<file path="config.mk">
export PLATFORM = sky130hd
export DESIGN_NAME = sat_counter
export DESIGN_NICKNAME = d
export VERILOG_FILES = /design/src/rtl/sat_counter.sv
export SDC_FILE = /design/constraint.sdc
export NUM_CORES = 1
export LEC_CHECK = 0
export ABC_AREA = 1
export CORE_AREA = 3 3 40 42
export DETAILED_ROUTE_END_ITERATION = 7
export DIE_AREA = 0 0 43 45
export SYNTH_ARGS = -nofsm -noshare
export SYNTH_HDL_FRONTEND = slang
export SYNTH_SLANG_ARGS = --single-unit
</file>
<file path="constraint.sdc">
create_clock -name clk -period 1.8 [get_ports clk]
set_input_delay 0.36 -clock clk [delete_from_list [all_inputs] [get_ports clk]]
set_output_delay 0.36 -clock clk [all_outputs]
set_load 0.02 [all_outputs]
</file>
<file path="src/rtl/sat_counter.sv">
`default_nettype none
// ============================================================================
// Module   : sat_counter
// Purpose  : Saturating up-counter; a clear coincident with an increment yields 1.
// Revision : 1.0
// ============================================================================
module sat_counter #(
    parameter int WIDTH = 8
) (
    input  logic             clk,
    input  logic             rst,
    input  logic             inc,
    input  logic             clr,
    output logic [WIDTH-1:0] count
);

    always_ff @(posedge clk) begin
        if (rst) begin
            count <= '0;
        end else if (clr) begin
            count <= inc ? WIDTH'(1) : '0;
        end else if (inc && (count != {WIDTH{1'b1}})) begin
            count <= count + 1'b1;
        end
    end

endmodule
`default_nettype wire

</file>
==> results.toml <==
[logic_synthesis]
synth_area_leaders = "dfxtp_1 (33%), nand2_1 (12%), nand3_1 (9.2%)"
ys_warn_count = 0
ys_types = 18
yosysTopAreaCellShare_pct = 32.6
syn_avg_cell_area_sq_um = 6.56
synth-seq-area-share_pct = 32.6
synthCells = 75
syn_area_sq_um = 492
ys_ff_latch = 8
syn_nets = 80
yosys.area.top_type = "dfxtp_1"

[finish]
multiInputGateArea_sq_um = 294
seq_area_sq_um = 160
layout-drive-gt1-share_pct = 13.5
largest_registers = "count: 8 flops"
largest_reg_flops = 8
fillCellCount = 140
layout_common_cells = "nand2_1 (16), nor2_1 (10), clkdlybuf4s50_1 (10)"
mostFrequentLayoutCell = "nand2_1"
final_nets = 96
largest_register = "count"
area_growth_pct = 31.3
diodes = 0

[global_routing]
grt_max_degree = 9
grt_pass1_wl_microns = 1880
grt_pass1_vias = 450
overflow = 0
antenna_found_initial = 0
track_usage_pct = 13.3

[die]
die_h_microns = 45
ioPinCount = 12
dieArea_sq_um = 1940
die-width_microns = 43
start_util_pct = 38.3
rows = 13
core_area_sq_um = 1280

[setup_path]
arrival_ps = 1300
max_stage_delay_ps = 630
cp-start-kind = "register"
path_buf_inv = 1
path_cells = "clkdlybuf4s50_1"
worstPathMaxFanout = 5
crit_required_ps = 1440
crit_family = "buffers and inverters"
endpoint_kind = "output port"
r2r_setup_slack_ps = 370
cpMaxStageDelayCell = "clkdlybuf4s50_1"
critPathKind = "reg2out"

[clock_tree]
hold_buffers = 0
clock-root-buffer = "clkbuf_4"
clock_latency_ps = 250
cts_buffer_depth = 2
tritoncts_num_sinks = 8
postCtsSetupBuffers = 0
cts_tree = "built"
htreeDepth = 1
clk_pin_slew_ps = 60
numCtsBuffers = 3

[detailed_routing]
ant_nets = 0
wl_microns = 1070
drc = 0
vias_per_cell = 4.85
drtIter0Drc = 9
drt_pre_antenna_iters = 2
vias = 504
post_drt_wl_per_cell_microns = 10.3

[timing]
worst_slew_pin_slew_ps = 282
relSlewSlack_pct = 81.1
setup_tns_ps = 0
fin_worst_skew_ps = 0.797
setup_viol = 0
fmax_ghz = 0.603
hold_violations = 0
report.final.slew_viol_count = 0
min_period_ps = 1660
whs_ps = 457
fin_crit_sh_pct = 92.1
rsz0062_at_grt = "false"

[power_and_ir_drop]
power_leakage_uw = 0.000282
power_uw = 383
vdd_drop_max_v = 0.000366
power_density_nw_per_um2 = 593

[flow_run]
cap_violations = 0

[outcome]
status = "completed"

[min_path]
hp-class = "reg2reg"

[placed_design]
dpl.hpwl_microns = 864
port_buffers = 11
gp_congestion = 0.813
-- per-stage QoR --
step / instance area, sq um / cells / setup WS (ps) / util, %
after global routing: 646 / 104 / 98.8 / 50.2
after CTS: 643 / 104 / 45.8 / 50.0
after detailed placement: 621 / 101 / 300 / 48.3
final: 646 / 104 / 142 / 50.2
after global placement: 621 / 101 / 281 / 48.3
after floorplan: 492 / 75 / 371 / -
-- where the power goes --
group	internal, uW	switching, uW	total [uW]	leakage, uW
clock network	76.5	63.3	140	0.0000138
registers	182	5.20	187	0.0000651
logic	24.0	31.5	55.5	0.000203
total	283	100	383	0.000282
-- cells in the mapped netlist, drive strengths merged --
| cell type | instances |
|---|---|
| a21oi | 6 |
| dfxtp | 8 |
| ha | 1 |
| inv | 10 |
| nand2 | 21 |
| nand3 | 9 |
| nand3b | 1 |
| nand4 | 3 |
| nor2 | 12 |
| nor3 | 1 |
| o21ai | 3 |
-- final timing paths --
path / cells past startpoint / from / endpoint
worst max-delay path: 1 / count[4] / count[4]
worst min-delay path: 2 / count[6] / count[6]
worst max register to register: 8 / count[0] / count[5]
worst min register to register: 2 / count[6] / count[6]
-- cell type report --
class	instances	area share [%]
timing repair buffer	11	17.4
tap	15	2.91
sequential	8	24.8
multi-input combinational	57	45.5
inverter	10	5.81
clock buffer	3	3.49
-- cell families (layout without fill, tap and decap cells) --
| group | count (synthesis) | count (layout) | synth area share (%) |
|---|---|---|---|
| AOI/OAI and AO/OA | 9 | 9 | 9.92 |
| adders and majority gates | 1 | 1 | 2.54 |
| DFF | 8 | 8 | 32.6 |
| buffers and inverters | 10 | 24 | 7.63 |
| and+or+nand+nor | 47 | 47 | 47.3 |
-- what timing repair did --
action | CTS | global route
endpoints found under the setup margin | 0 | 1
resized for setup | 0 | 1
endpoints found under the hold margin | 0 | 0
-- per-layer routing --
| metal | wire length, microns | vias up | share of wire (%) | GRT usage [%] |
|---|---|---|---|---|
| met5 | 0 | - | 0 | 0 |
| met4 | 21 | 0 | 2.0 | 9.04 |
| met3 | 47 | 4 | 4.4 | 2.79 |
| met2 | 499 | 10 | 46 | 19.5 |
| met1 | 506 | 216 | 47 | 17.4 |
| li1 | - | 274 | - | - |
Power figures use the tool's default switching activity.
